## src/rtl/riscv_pkg.sv

```systemverilog
// Shared RV32I pipeline definitions: writeback-select codes and load funct3 codes.
package riscv_pkg;

  typedef enum logic [1:0] {
    WB_SEL_MEM   = 2'b00,
    WB_SEL_JALR  = 2'b01,
    WB_SEL_AUIPC = 2'b10,
    WB_SEL_LUI   = 2'b11
  } wb_sel_e;

  localparam logic [2:0] F3_LB  = 3'b000;
  localparam logic [2:0] F3_LH  = 3'b001;
  localparam logic [2:0] F3_LW  = 3'b010;
  localparam logic [2:0] F3_LBU = 3'b100;
  localparam logic [2:0] F3_LHU = 3'b101;

endpackage

```

## src/rtl/load_align.sv

```systemverilog
// Load data alignment and sign/zero extension for LB/LH/LW/LBU/LHU, plus misalign flag.
module load_align
  import riscv_pkg::*;
(
  input  logic [31:0] rd_data,
  input  logic [1:0]  addr_lo,
  input  logic [2:0]  funct3,
  output logic [31:0] data,
  output logic        misalign
);

  logic [7:0]  byte_sel;
  logic [15:0] half_sel;

  always_comb begin
    // NOTE: every output gets a default first so no path leaves it unassigned (no latch).
    byte_sel = rd_data[7:0];
    case (addr_lo)
      2'd1:    byte_sel = rd_data[15:8];
      2'd2:    byte_sel = rd_data[23:16];
      2'd3:    byte_sel = rd_data[31:24];
      default: byte_sel = rd_data[7:0];
    endcase
  end

  assign half_sel = addr_lo[1] ? rd_data[31:16] : rd_data[15:0];

  always_comb begin
    data     = rd_data;
    misalign = 1'b0;
    case (funct3)
      F3_LB:  data = {{24{byte_sel[7]}}, byte_sel};
      F3_LBU: data = {24'h0, byte_sel};
      F3_LH: begin
        data     = {{16{half_sel[15]}}, half_sel};
        misalign = addr_lo[0];
      end
      F3_LHU: begin
        data     = {16'h0, half_sel};
        misalign = addr_lo[0];
      end
      F3_LW:   misalign = (addr_lo != 2'b00);
      default: data = rd_data;
    endcase
  end

endmodule

```

## src/rtl/mem_wb_stage.sv

```systemverilog
// MEM/WB pipeline register of the RV32I core: stall/flush handling and load alignment.
// Optional retired-instruction counter enabled by defining MEM_WB_RETIRE_CNT_EN.
module mem_wb_stage
  import riscv_pkg::*;
#(
  parameter int XLEN  = 32,
  parameter int RD_W  = 5,
  parameter int CNT_W = 32
) (
  input  logic            clk,
  input  logic            rst_n,
  input  logic            stall,
  input  logic            flush,
  input  logic            mem_valid,
  input  logic [XLEN-1:0] mem_rd_data,
  input  logic [1:0]      mem_addr_lo,
  input  logic [2:0]      mem_funct3,
  input  logic [XLEN-1:0] mem_pc_plus4,
  input  logic [XLEN-1:0] mem_auipc_res,
  input  logic [XLEN-1:0] mem_lui_imm,
  input  logic [1:0]      mem_wb_sel,
  input  logic [RD_W-1:0] mem_rd,
  input  logic            mem_reg_write,
  output logic [XLEN-1:0] wb_load_data,
  output logic [XLEN-1:0] wb_pc_plus4,
  output logic [XLEN-1:0] wb_auipc_res,
  output logic [XLEN-1:0] wb_lui_imm,
  output logic [1:0]      wb_sel,
  output logic [RD_W-1:0] wb_rd,
  output logic            wb_reg_write,
  output logic            wb_valid,
  output logic            wb_misalign,
  output logic [CNT_W-1:0] retire_count
);

  logic [XLEN-1:0] align_data;
  logic            align_misalign;

  load_align u_load_align (
    .rd_data  (mem_rd_data),
    .addr_lo  (mem_addr_lo),
    .funct3   (mem_funct3),
    .data     (align_data),
    .misalign (align_misalign)
  );

  logic            load_misalign;
  logic            reg_write_d;
  logic            misalign_d;
  logic            retire_d;

  // Alignment only matters when the writeback value actually comes from memory.
  assign load_misalign = (mem_wb_sel == WB_SEL_MEM) && align_misalign;
  assign reg_write_d   = mem_valid && mem_reg_write && (mem_rd != '0) && !load_misalign;
  assign misalign_d    = mem_valid && load_misalign;
  assign retire_d      = mem_valid && !load_misalign;

  logic [XLEN-1:0] load_data_q, pc_plus4_q, auipc_res_q, lui_imm_q;
  logic [1:0]      sel_q;
  logic [RD_W-1:0] rd_q;
  logic            reg_write_q, valid_q, misalign_q;

  always_ff @(posedge clk or negedge rst_n) begin
    // NOTE: sequential state uses non-blocking assignments so all registers update together.
    if (!rst_n) begin
      load_data_q <= '0;
      pc_plus4_q  <= '0;
      auipc_res_q <= '0;
      lui_imm_q   <= '0;
      sel_q       <= '0;
      rd_q        <= '0;
      reg_write_q <= 1'b0;
      valid_q     <= 1'b0;
      misalign_q  <= 1'b0;
    end else if (flush) begin
      valid_q     <= 1'b0;
      reg_write_q <= 1'b0;
      misalign_q  <= 1'b0;
    end else if (!stall) begin
      load_data_q <= align_data;
      pc_plus4_q  <= mem_pc_plus4;
      auipc_res_q <= mem_auipc_res;
      lui_imm_q   <= mem_lui_imm;
      sel_q       <= mem_wb_sel;
      rd_q        <= mem_rd;
      reg_write_q <= reg_write_d;
      valid_q     <= mem_valid;
      misalign_q  <= misalign_d;
    end
  end

  assign wb_load_data = load_data_q;
  assign wb_pc_plus4  = pc_plus4_q;
  assign wb_auipc_res = auipc_res_q;
  assign wb_lui_imm   = lui_imm_q;
  assign wb_sel       = sel_q;
  assign wb_rd        = rd_q;
  assign wb_reg_write = reg_write_q;
  assign wb_valid     = valid_q;
  assign wb_misalign  = misalign_q;

`ifdef MEM_WB_RETIRE_CNT_EN
  logic [CNT_W-1:0] retire_cnt_q;

  always_ff @(posedge clk or negedge rst_n) begin
    if (!rst_n) begin
      retire_cnt_q <= '0;
    end else if (!flush && !stall && retire_d) begin
      retire_cnt_q <= retire_cnt_q + CNT_W'(1);
    end
  end

  assign retire_count = retire_cnt_q;
`else
  logic unused_retire;
  assign unused_retire = retire_d;
  assign retire_count  = '0;
`endif

endmodule
```

## config.mk

```make
export PLATFORM = sky130hd
export DESIGN_NAME = mem_wb_stage
export DESIGN_NICKNAME = d
export VERILOG_FILES = /design/src/rtl/riscv_pkg.sv /design/src/rtl/load_align.sv /design/src/rtl/mem_wb_stage.sv
export SDC_FILE = /design/constraint.sdc
export NUM_CORES = 1
export LEC_CHECK = 0
export CAP_MARGIN = 20
export CORE_MARGIN = 2
export CORE_UTILIZATION = 43
export DETAILED_ROUTE_END_ITERATION = 10
export PLACE_DENSITY = 0.84
export SLEW_MARGIN = 20
export SYNTH_ARGS = -nofsm -noshare
export SYNTH_HDL_FRONTEND = slang
export SYNTH_SLANG_ARGS = --single-unit
```

## constraint.sdc

```tcl
create_clock -name clk -period 2.6 [get_ports clk]
set_clock_uncertainty 0.15 [all_clocks]
set_input_delay 0.39 -clock clk [delete_from_list [all_inputs] [get_ports clk]]
set_output_delay 0.39 -clock clk [all_outputs]
set_load 0.005 [all_outputs]
```

==> run summary, run 1 <==
The run finished with clean final reports. The slew at the pin closest to its max-slew limit is 0.8131 ns. Clock-pin slew was measured on the worst setup and hold paths at 0.06 ns. The total area inside the core boundary comes to 13,990 µm². The placed wire-length estimate is 13.67 mm. The antenna diode count is 0. The part of the Yosys area used for sequential elements is 0.5544. The share of synthesized area in the top cell type comes to 0.5544. The combined area of the multi-input logic cells is 2442 µm². The number of H-tree levels came out at 4. The count of vias placed by the detailed router came out at 5,811. The register area came out at 3453 µm². The parity-gate share of the synthesized area counting xor and xnor cells came out at 0. Using the TritonRoute via totals, the vias-per-cell ratio works out to 4.979. The path type of the worst setup path is input pin to register. The number of clock sinks seen by CTS is 138. The relative area change from synthesis to final layout is 57.45%. The synthesized netlist contains 42 unique library cells.

During placement, the flow inserted port buffers numbering 283. The number of slew-limit violations in the final report was 0. For this run, the detailed router's first-pass iteration total came to 5. The average cell area after synthesis is 8.898 µm².

After synthesis the cells add up to 6228 µm². The remaining max-slew budget at the tightest pin is 0.4579. The final core area utilization came out at 0.7011. The total power density per cell area is 671.8 nW/µm². The post-layout minimum cycle time is 2.132 ns.

The number of filler cells placed in the layout is 1,056. STA classifies the critical path startpoint as an input pin. Yosys attributes the largest share of cell area to sky130_fd_sc_hd__dfrtp_1 (55%), sky130_fd_sc_hd__nand2_1 (21%), sky130_fd_sc_hd__buf_4 (4.0%). sky130_fd_sc_hd__dfrtp_1 takes more of the synthesized area than any other cell. Setup repair after global routing left no endpoint under its margin. The worst supply voltage drop on vdd is 500.6 µV.

The share of flip-flops with an asynchronous set or reset after synthesis is 1.000. The total global routing overflow is 0. The leakage power is 0.004635 µW.

The worst min-delay path category is register to register. The multiplexer fraction of the synthesized cell area came out at 0.02692. No sink is reached through more buffers than the 2 on the longest clock path.

The number of global-route vias before repair is 5,886. The most used flip-flop cell after synthesis is sky130_fd_sc_hd__dfrtp_1. The total detailed-routing wirelength came out at 19.08 mm. Counting instances in the post-synthesis netlist gives the leading cell types as sky130_fd_sc_hd__nand2_1 (349), sky130_fd_sc_hd__dfrtp_1 (138), sky130_fd_sc_hd__buf_4 (33).

By area, the combinational part of the netlist is dominated by simple AND/OR/NAND/NOR gates. The number of remaining DRC errors is 0. TritonCTS built the clock tree. The final count of hold timing violations came to 0. The die covers 15,460 µm². The number of enable flip-flop cells after synthesis came out at 0.

The total number of placement rows came out at 43. The data arrival time at the worst-slack endpoint came out at 2.23 ns. The violation count after the first detailed-route iteration came out at 343. Dividing the final minimum period by the clock period gives 0.8199. Across the run, the number of max-cap violations was 0.

For this run, the top clock speed supported by timing is 0.4691 GHz. The share of the synthesized area in compound gates (AO/OA/AOI/OAI) is 0.07935. Hold timing on the final database bottoms out at a slack of 0.3183 ns. At the end of the flow, the number of nets in the layout was 1,121.

The fraction of the mapped netlist area in adder cells is 0. The placer's final routability congestion estimate came out at 0.8427. The data required time of the worst path came out at 2.69 ns. The first global-routing pass estimated 30.54 mm of wire.

The die outline width came out at 124.4 µm. The clock network latency to the later pin of the worst-skew pair came out at 0.41 ns. The maximum number of pins on one net before global-route repair came out at 87.

The synthesized design contains 138 register bits. The count of pins on the block boundary is 316. The number of setup violations in the final report came out at 0.

The tree is rooted in a sky130_fd_sc_hd__clkbuf_16. The synthesized instance count is 700. For this configuration, the core starts out at a cell density of 0.4453.

By instance count, the leading cell after synthesis is sky130_fd_sc_hd__nand2_1. The initial antenna violation count is 0. Of the total synthesized cell area, the portion taken by AND, OR, NAND and NOR gates is 0.2650. The overall track demand over capacity in global routing came out at 0.2465.

In the final routed layout, each cell accounts on average for 16.35 µm. The Yosys warning count came out at 0. The number of antenna-violating nets in the routed design came out at 0. The number of CTS-inserted buffers is 17. The vertical die dimension came out at 124.4 µm.

The total negative setup slack came out at 0 ns. The maximum net fanout on the critical path is 8. The fraction of layout instances using a drive strength above 1 is 0.07092. STA classifies the critical path endpoint as a register.
-- layout make-up --
type	count	share of cell area
well taps	180	0.02297
clock inverters	11	0.01710
clock buffers	20	0.04759
flip-flops and latches	138	0.3521
multi-input cells	511	0.2490
repair buffers	303	0.3096
inverters	4	0.001531
-- flip-flops by register name (all words and copies together) (netlist names) --
register	flops
wb_auipc_res	32
wb_load_data	32
wb_lui_imm	32
wb_pc_plus4	32
wb_rd	5
wb_sel	2
wb_misalign	1
wb_reg_write	1
wb_valid	1
-- report_power, final --
part,internal (µW),leakage (µW),switching [µW]
clock network,1680,0.000308,911
registers,2430,0.00170,159
logic,848,0.00263,570
total,4950,0.00463,1640
-- worst max-delay path, stage by stage --
cell and delay (ns):
sky130_fd_sc_hd__clkdlybuf4s50_1 0.62, sky130_fd_sc_hd__mux2_2 0.39, sky130_fd_sc_hd__a22oi_1 0.59, sky130_fd_sc_hd__a41oi_1 0.23
-- per-stage QoR --
stage | instance area, µm² | worst slack [ns] | std cells | power, µW
finish | 9807 | 0.4683 | 1167 | 6589
global route | 9807 | 0.3561 | 1167 | 6883
CTS | 9807 | 0.5039 | 1167 | 6639
detailed placement | 9163 | 0.09697 | 1135 | 4034
global placement | 9163 | 0.1363 | 1135 | 3996
floorplan | 6345 | 0.8986 | 731 | 3068
-- layer usage --
layer / global-route usage / part of all wire / vias up
li1: - / - / 2760
met1: 0.2854 / 0.38 / 2737
met2: 0.4147 / 0.50 / 274
met3: 0.09235 / 0.093 / 40
met4: 0.09650 / 0.027 / 0
met5: 0 / 0 / -
-- cell families (layout without fill, tap and decap cells) --
kind of cell | after synthesis | count (layout)
compound gates | 56 | 56
simple gates | 407 | 407
flops | 138 | 138
mux | 16 | 16
other cells | 1 | 32
buf+inv | 82 | 338
-- cells in the final DEF, fill, tap and decap left out, types with 4 or more instances in the layout --
master | Yosys | layout
sky130_fd_sc_hd__mux2i_1 | 10 | 10
sky130_fd_sc_hd__nand2_1 | 349 | 349
sky130_fd_sc_hd__buf_4 | 33 | 15
sky130_fd_sc_hd__nor2b_1 | 4 | 4
sky130_fd_sc_hd__nand2b_1 | 4 | 4
sky130_fd_sc_hd__o221ai_2 | 8 | 8
sky130_fd_sc_hd__inv_1 | 4 | 4
sky130_fd_sc_hd__a41oi_1 | 8 | 8
sky130_fd_sc_hd__o221ai_1 | 6 | 6
sky130_fd_sc_hd__nor4_1 | 6 | 6
sky130_fd_sc_hd__clkbuf_16 | 0 | 17
sky130_fd_sc_hd__conb_1 | 1 | 32
sky130_fd_sc_hd__bufinv_16 | 0 | 4
sky130_fd_sc_hd__a211oi_1 | 4 | 4
sky130_fd_sc_hd__clkdlybuf4s50_1 | 0 | 282
sky130_fd_sc_hd__and3b_1 | 9 | 9
sky130_fd_sc_hd__nor2_1 | 22 | 21
sky130_fd_sc_hd__buf_12 | 0 | 4
sky130_fd_sc_hd__dfrtp_1 | 138 | 138
sky130_fd_sc_hd__a31oi_1 | 10 | 10
sky130_fd_sc_hd__mux2_2 | 6 | 6
-- path summary, 6_finish.rpt --
check                           startpoint          endpoint  slack, ns  cells after the start
setup / recovery            mem_addr_lo[0]  wb_load_data[15]       0.47                      4
hold / removal             wb_pc_plus4[21]   wb_pc_plus4[21]       0.32                      2
setup reg to reg           wb_load_data[6]   wb_load_data[6]       1.57                      2
hold reg to reg            wb_pc_plus4[21]   wb_pc_plus4[21]       0.32                      2
max in group asynchronous            rst_n  wb_load_data[23]       1.18                      3
min in group asynchronous            rst_n    wb_pc_plus4[4]       0.37                      2
-- repair_timing --
action                    CTS  global route
gates resized for setup     0             0
hold buffers                1             0
buffers inserted            0             0
hold endpoints to repair   52             0
Note: power is estimated with default switching activity, not from simulation.
==> run 2, diff against run 1 <==
CORE_UTILIZATION = 40   (was 43)
PLACE_DENSITY = 0.78   (was 0.84)
clock period = 2 ns   (was 2.6 ns; I/O delays follow)
==> run summary, run 2 (same netlist as run 1, synthesis figures left out) <==
The slew at the pin closest to its max-slew limit came out at 0.6950 ns. The met2 wire length is 8.833 mm. The maximum number of pins on one net before global-route repair came out at 66. The number of H-tree levels is 4. Measured against its own limit, the worst slew margin works out to 0.5357. The number of cells in the design after placement is 1,156. The initial antenna violation count came out at 0. For this run, the post-layout net count is 1,134.

The post-layout instance area came out at 9986 µm². Summed over all cells, the static leakage comes to 0.004721 µW. The data arrival time at the worst-slack endpoint came out at 1.99 ns.

The initialized floorplan defines 45 standard-cell rows. The register area came out at 3453 µm². The die outline width came out at 128.8 µm. Relative to the synthesized area, the layout overhead comes to 60.33%. The final core area utilization came out at 0.6569. Of the total power, the clock network draws 0.393.

The number of cells in the finished layout apart from fillers came out at 1,189. The share of total power dissipated in sequential elements is 0.389. The cell sitting at the root of the clock tree is a sky130_fd_sc_hd__clkbuf_16. The area of the die came out at 16,590 µm². Leaving out fill and tap cells, the most frequent cell in the layout is sky130_fd_sc_hd__nand2_1. The final count of hold timing violations came out at 0. The internal power is 6468 µW. The average detailed-routed wire length per instance came out at 15.83 µm.

Wire segments on met3 add up to 1.782 mm in the final route. The final worst-path cycle share came out at 0.9342. Setup repair after global routing left no endpoint under its margin. For this design the top-level I/O count stands at 316. STA classifies the critical path startpoint as an input pin. The core region area is 15,200 µm².

The endpoint type of the worst setup path is a register. The number of maximum-capacitance violations is 0. TritonCTS built the clock tree. No sink is reached through more buffers than the 2 on the longest clock path. The layout has 1,220 filler cells. The start of the worst register-to-register path is wb_load_data[6]. The maximum frequency from static timing analysis is 0.5352 GHz. The first global-routing pass estimated 29.37 mm of wire. The switching power total came out at 2145 µW. The antenna diode count came out at 0. The total detailed-routing wirelength is 18.82 mm. For this run, the detailed router's first-pass iteration total came to 5. The placed wire-length estimate is 13.81 mm. The number of slew-limit violations in the final report is 0. The combined area of the multi-input logic cells is 2447 µm².

Detailed routing inserted a total of 5,739 vias. The clock transition at the registers of the reported paths is 0.06 ns. The detailed-route vias per instance came out at 4.827. In this run the power density over the cells is 862.6 nW/µm².

Following the worst setup path forward leads to its endpoint at wb_load_data[19]. The uppermost layer routed is met4. In the routed design, unresolved DRC markers number 0. The number of global-route vias before repair came to 5,687. The endpoint identified for the worst register-to-register timing path is wb_load_data[6]. The fraction of layout instances using a drive strength above 1 came out at 0.08392. The slack of the worst reg-to-reg path came out at 1.00 ns.

Setup violations remaining at the end of the flow were counted as 0. Final hold analysis gives a worst-case slack of 0.2020 ns. The final critical-path setup slack came out at 0.1316 ns.

The number of antenna-violating nets in the routed design came out at 0. For this configuration, the core starts out at a cell density of 0.4097. The total overflow left after global routing is 0. The count of buffers from port buffering came out at 283.

The number of clock sinks seen by CTS came out at 138. VDD sags by at most 533.5 µV. For this block, wires on met1 add up to 7.610 mm. The vertical die dimension is 128.8 µm.

The number of cells on the worst reg-to-reg path is 2. The worst hold path belongs to the class input pin to async pin. The overall track demand over capacity in global routing came out at 0.2286.

Of the total power, the share spent switching nets is 0.2491. For this block, the initial DRC count from the detailed router was 357. The library cells used most frequently in the layout, excluding fill and tap cells, are sky130_fd_sc_hd__nand2_1 (349), sky130_fd_sc_hd__clkdlybuf4s50_1 (282), sky130_fd_sc_hd__dfrtp_1 (138). Of the total power, combinational logic draws 0.218.

The instance area after placement is 9333 µm². The maximum net fanout on the critical path is 25. By startpoint and endpoint, the worst setup path is classified as input pin to register. The placer's final routability congestion estimate came out at 0.8548. At the placement stage, the worst setup path has a slack of -0.3685 ns. The number of CTS-inserted buffers is 17.

After layout, the minimum clock period comes to 1.868 ns. The data required time of the worst path is 2.12 ns. In this run the worst setup path begins at mem_addr_lo[1]. The clock network latency to the later pin of the worst-skew pair is 0.42 ns. The flow ran to the end, and the final reports show no timing, DRC or antenna violations.
-- run 2: per-stage QoR --
| stage | power, µW | setup TNS (ns) |
|---|---|---|
| 2_1_floorplan | 3989 | 0 |
| 3_3_place_gp | 5232 | -4.991 |
| 3_5_place_dp | 5274 | -6.663 |
| 4_1_cts | 8680 | 0 |
| 5_1_grt | 9016 | 0 |
| 6_report | 8613 | 0 |
-- run 2: layout make-up --
class,count,share of cell area
flip-flops and latches,138,0.3458
repair buffers,316,0.3201
multi-input cells,511,0.2451
clock buffers,21,0.04711
well taps,188,0.02356
clock inverters,11,0.01679
inverters,4,0.001504
-- run 2: worst max-delay path, stage by stage --
cell and delay, ns:
sky130_fd_sc_hd__clkdlybuf4s50_1 0.46, sky130_fd_sc_hd__buf_4 0.27, sky130_fd_sc_hd__mux2i_1 0.25, sky130_fd_sc_hd__mux2_2 0.49, sky130_fd_sc_hd__o221ai_1 0.21
-- run 2: layer usage --
| metal | global-route usage | vias to the layer above |
|---|---|---|
| met2 | 0.3635 | 273 |
| met1 | 0.2831 | 2659 |
| met4 | 0.09783 | 0 |
| li1 | - | 2771 |
| met3 | 0.08150 | 36 |
| met5 | 0 | - |
-- run 2: how the worst min path moves through the flow --
stage | start | end | depth (start not counted)
2_1_floorplan | rst_n | wb_auipc_res[0] | 0
4_1_cts | rst_n | wb_load_data[26] | 2
3_3_place_gp | rst_n | wb_load_data[26] | 1
3_5_place_dp | rst_n | wb_load_data[26] | 1
5_1_grt | rst_n | wb_load_data[26] | 2
6_report | rst_n | wb_load_data[26] | 2
-- run 2: power groups by stage --
stage                     sequential [µW]  combinational [µW]  clock (µW)
after floorplan                      3410                 574           0
after global placement               3380                1850           0
after detailed placement             3390                1880           0
after CTS                            3350                1890        3440
after global routing                 3390                2050        3580
final                                3350                1880        3390
-- run 2: repair_timing --
item,in CTS,in global routing
gates resized for setup,0,1
buffers inserted,0,0
setup endpoints to repair,0,8
endpoints found under the hold margin,69,0
hold buffers,1,0
==> run 3, diff against run 2 <==
PLACE_DENSITY = 0.79   (was 0.78)
REMOVE_ABC_BUFFERS = 1   (was not set)
SLEW_MARGIN = not set   (was 20)
SYNTH_HIERARCHICAL = 1   (was not set)
==> run summary, run 3 <==
The flow ran to the end, and the final reports show no timing, DRC or antenna violations. The critical path is of the input pin to register type. The Yosys warning count came out at 6. The count of pins on the block boundary came out at 316. The clock transition at the registers of the reported paths came out at 0.06 ns.

The fraction of synthesized cell area taken by the top area cell type came out at 0.5705. The library cell used most frequently in the layout, excluding fill and tap cells, is sky130_fd_sc_hd__clkdlybuf4s50_1. The detail route stage leaves a number of antenna-violating nets equal to 0. The vertical die dimension is 127.0 µm. The relative area change from synthesis to final layout is 61.66%. The slack of the worst reg-to-reg path came out at 1.06 ns. The area of the die came out at 16,130 µm². Of the total power, registers draw 0.396. The number of buffers and inverters on the critical path is 1. The total number of placement rows came out at 44.

The final count of hold timing violations came out at 0. The number of stages on the worst setup path came out at 6. Counting the buffers created by CTS gives 17. The number of global-route vias before repair was 5,147.

TritonCTS built the clock tree. The maximum net fanout on the critical path came out at 8. For this block, the via count after detailed routing is 4,730. The endpoint identified for the worst register-to-register timing path is wb_lui_imm[8]. Walking the worst path, the cells encountered are clkdlybuf4s50_1, mux2i_1, o32a_1, nor2_4, a211o_1, mux2_2. The worst slack on hold paths is 0.2257 ns. In the routed layout, each cell is associated on average with a via count of 4.881. The clock network latency to the later pin of the worst-skew pair is 0.41 ns. The total iterations of the first detailed-routing run is 5.

For this configuration, the core starts out at a cell density of 0.4134. The initial antenna violation count is 0. At the end of the flow the core is filled with cells to 0.6682. The fraction of layout instances using a drive strength above 1 came out at 0.2573. The maximum frequency from static timing analysis is 0.5396 GHz.

Following the worst setup path forward leads to its endpoint at wb_load_data[12]. Across every metal layer, demand over resource in global routing totals 0.2164. The power share of the combinational group came out at 0.238.

For the worst setup path, the data arrival time is 1.99 ns. The share of flip-flops with an asynchronous set or reset after synthesis is 1.000. The total global routing overflow is 0. In the synthesized netlist, the cells that appear most often are sky130_fd_sc_hd__dfrtp_1 (138), sky130_fd_sc_hd__mux2_2 (135), sky130_fd_sc_hd__nand2_1 (62). The worst hold path belongs to the class input pin to async pin.

The placed wire-length estimate is 13.31 mm. The final net count is 918. For this block, the routed nets add up to 17.28 mm of wire.

The H-tree was split into 4 levels. The average cell area after synthesis is 13.13 µm². The part of the power in the clock network is 0.366. In this run the static leakage power is 0.004221 µW. The worst setup path is launched from an input pin. The die outline width came out at 127.0 µm. By area the synthesized netlist is led by sky130_fd_sc_hd__dfrtp_1 (57%), sky130_fd_sc_hd__mux2_2 (25%), sky130_fd_sc_hd__buf_4 (4.5%). The critical path starts at mem_addr_lo[1].

For this design the total switching power over the nets is 2117 µW. The number of enable flip-flop cells after synthesis came out at 0. Setup repair after global routing left no endpoint under its margin. The number of slew-limit violations in the final report is 0. The worst register-to-register path begins at wb_lui_imm[8]. The antenna diode count came out at 0. The clock net in this run drives a total of 138 sinks.

The number of maximum-capacitance violations came out at 0. The worst reg2reg path depth came out at 1. Synthesis inferred 138 register bits. The synthesized instance count is 461.

The number of different library cells in the post-synthesis netlist came out at 30. The cell family contributing the most delay on the critical path is compound AO/OA/AOI/OAI gates. The data required time of the worst path is 2.14 ns. The total power density per cell area came out at 890.9 nW/µm².

In this run the clock root is driven by a sky130_fd_sc_hd__clkbuf_16. For the final routed database, the setup TNS stands at 0 ns. The violation count after the first detailed-route iteration is 177. The library cells used most frequently in the layout, excluding fill and tap cells, are sky130_fd_sc_hd__clkdlybuf4s50_1 (282), sky130_fd_sc_hd__dfrtp_1 (138), sky130_fd_sc_hd__mux2_2 (135). The wire length of the first global-routing pass came out at 27.12 mm. Among all stages on the critical path, the largest delay is contributed by sky130_fd_sc_hd__clkdlybuf4s50_1. The average detailed-routed wire length per instance is 17.83 µm. During placement, the flow inserted port buffers numbering 283. For the finished layout, the period the worst path requires is 1.853 ns. The internal portion of the total power is 6601 µW. The maximum number of pins on one net before global-route repair is 59. The filler cells instantiated in the layout total 1,089.

The core region area is 14,640 µm². The largest total area in the synthesized netlist belongs to sky130_fd_sc_hd__dfrtp_1. The maximum clock insertion buffer count is 2. Of the total power, the share spent switching nets is 0.2428.

VDD sags by at most 552.2 µV. By instance count, the leading cell after synthesis is sky130_fd_sc_hd__dfrtp_1. The placer's final routability congestion estimate came out at 0.8731. For this run, the leading register cell type out of synthesis is sky130_fd_sc_hd__dfrtp_1.

The number of remaining DRC errors is 0. Setup violations remaining at the end of the flow were counted as 0. The delay contributed by the slowest stage of the critical path is 0.54 ns. Of the available clock period, the critical path in the final layout requires 0.9267. The worst setup path is captured at a register. The part of the Yosys area used for sequential elements is 0.5705. The cell area that synthesis handed to floorplanning was 6053 µm².
==> run 3: changes by cell type in the layout (fill, tap and decap cells not counted), sizes merged, moves of 5 or more <==
cell	previous run	this run
and3b	9	0
a211o	1	7
mux2	6	135
a41oi	8	0
a22oi	2	8
mux2i	10	2
nand2	349	62
nor2	22	7
a21oi	3	8
o221ai	14	0
a31oi	10	0
o21ai	3	8
nand2b	4	9
nor4	6	0
==> run 3: area by class of cell <==
class | instances | area (µm²) | share of cell area
Sequential cell | 138 | 3453 | 0.3529
Timing Repair Buffer | 317 | 3167 | 0.3236
Multi-Input combinational cell | 296 | 2326 | 0.2377
Clock buffer | 19 | 432.9 | 0.04424
Tap cell | 184 | 230.2 | 0.02353
Clock inverter | 13 | 168.9 | 0.01726
Inverter | 2 | 7.507 | 0.0007672
==> run 3: per-stage QoR <==
stage,total power [µW],instance area (µm²),worst slack (ns),instances
final,8718,9786,0.1466,969
after global routing,9108,9786,0.02855,969
after CTS,8820,9783,0.1736,969
after detailed placement,5585,9171,-0.2689,936
after global placement,5514,9171,-0.1874,936
after floorplan,4075,5784,-0.9732,436
==> run 3: cell families (layout without fill, tap and decap cells) <==
group | count (synthesis) | in the layout | synth area share
mux | 137 | 137 | 0.2544
flops | 138 | 138 | 0.5705
other cells | 1 | 32 | 0.0006195
buf+inv | 58 | 351 | 0.06490
compound gates | 40 | 40 | 0.04548
simple gates | 87 | 87 | 0.06408
==> run 3: power by group through the flow <==
| stage | registers, µW | logic [µW] | clock network, µW |
|---|---|---|---|
| finish | 3450 | 2080 | 3190 |
| global route | 3510 | 2220 | 3380 |
| CTS | 3460 | 2100 | 3260 |
| detailed placement | 3500 | 2090 | 0 |
| global placement | 3470 | 2040 | 0 |
| floorplan | 3510 | 568 | 0 |
==> run 3: how the worst min path moves through the flow <==
stage / startpoint / to / slack, ns
after floorplan: rst_n / wb_auipc_res[0] / -0.15
after global placement: rst_n / wb_load_data[25] / 0.1
after detailed placement: rst_n / wb_auipc_res[1] / 0.1
after CTS: rst_n / wb_auipc_res[1] / 0.23
after global routing: rst_n / wb_auipc_res[1] / 0.25
final: rst_n / wb_lui_imm[12] / 0.23
==> run 3: layer usage <==
layer	wire length [µm]	GRT usage	vias to the layer above
met1	6442	0.2388	2298
met3	1321	0.06449	31
met2	9071	0.3877	234
met4	440	0.09308	0
li1	-	-	2167
met5	0	0	-
==> run 3: what timing repair did <==
action / 4_1_cts / 5_1_grt
hold buffers: 1 / 0
endpoints found under the hold margin: 38 / 0
setup buffers: 0 / 0
setup endpoints to repair: 0 / 1
gates resized for setup: 0 / 1
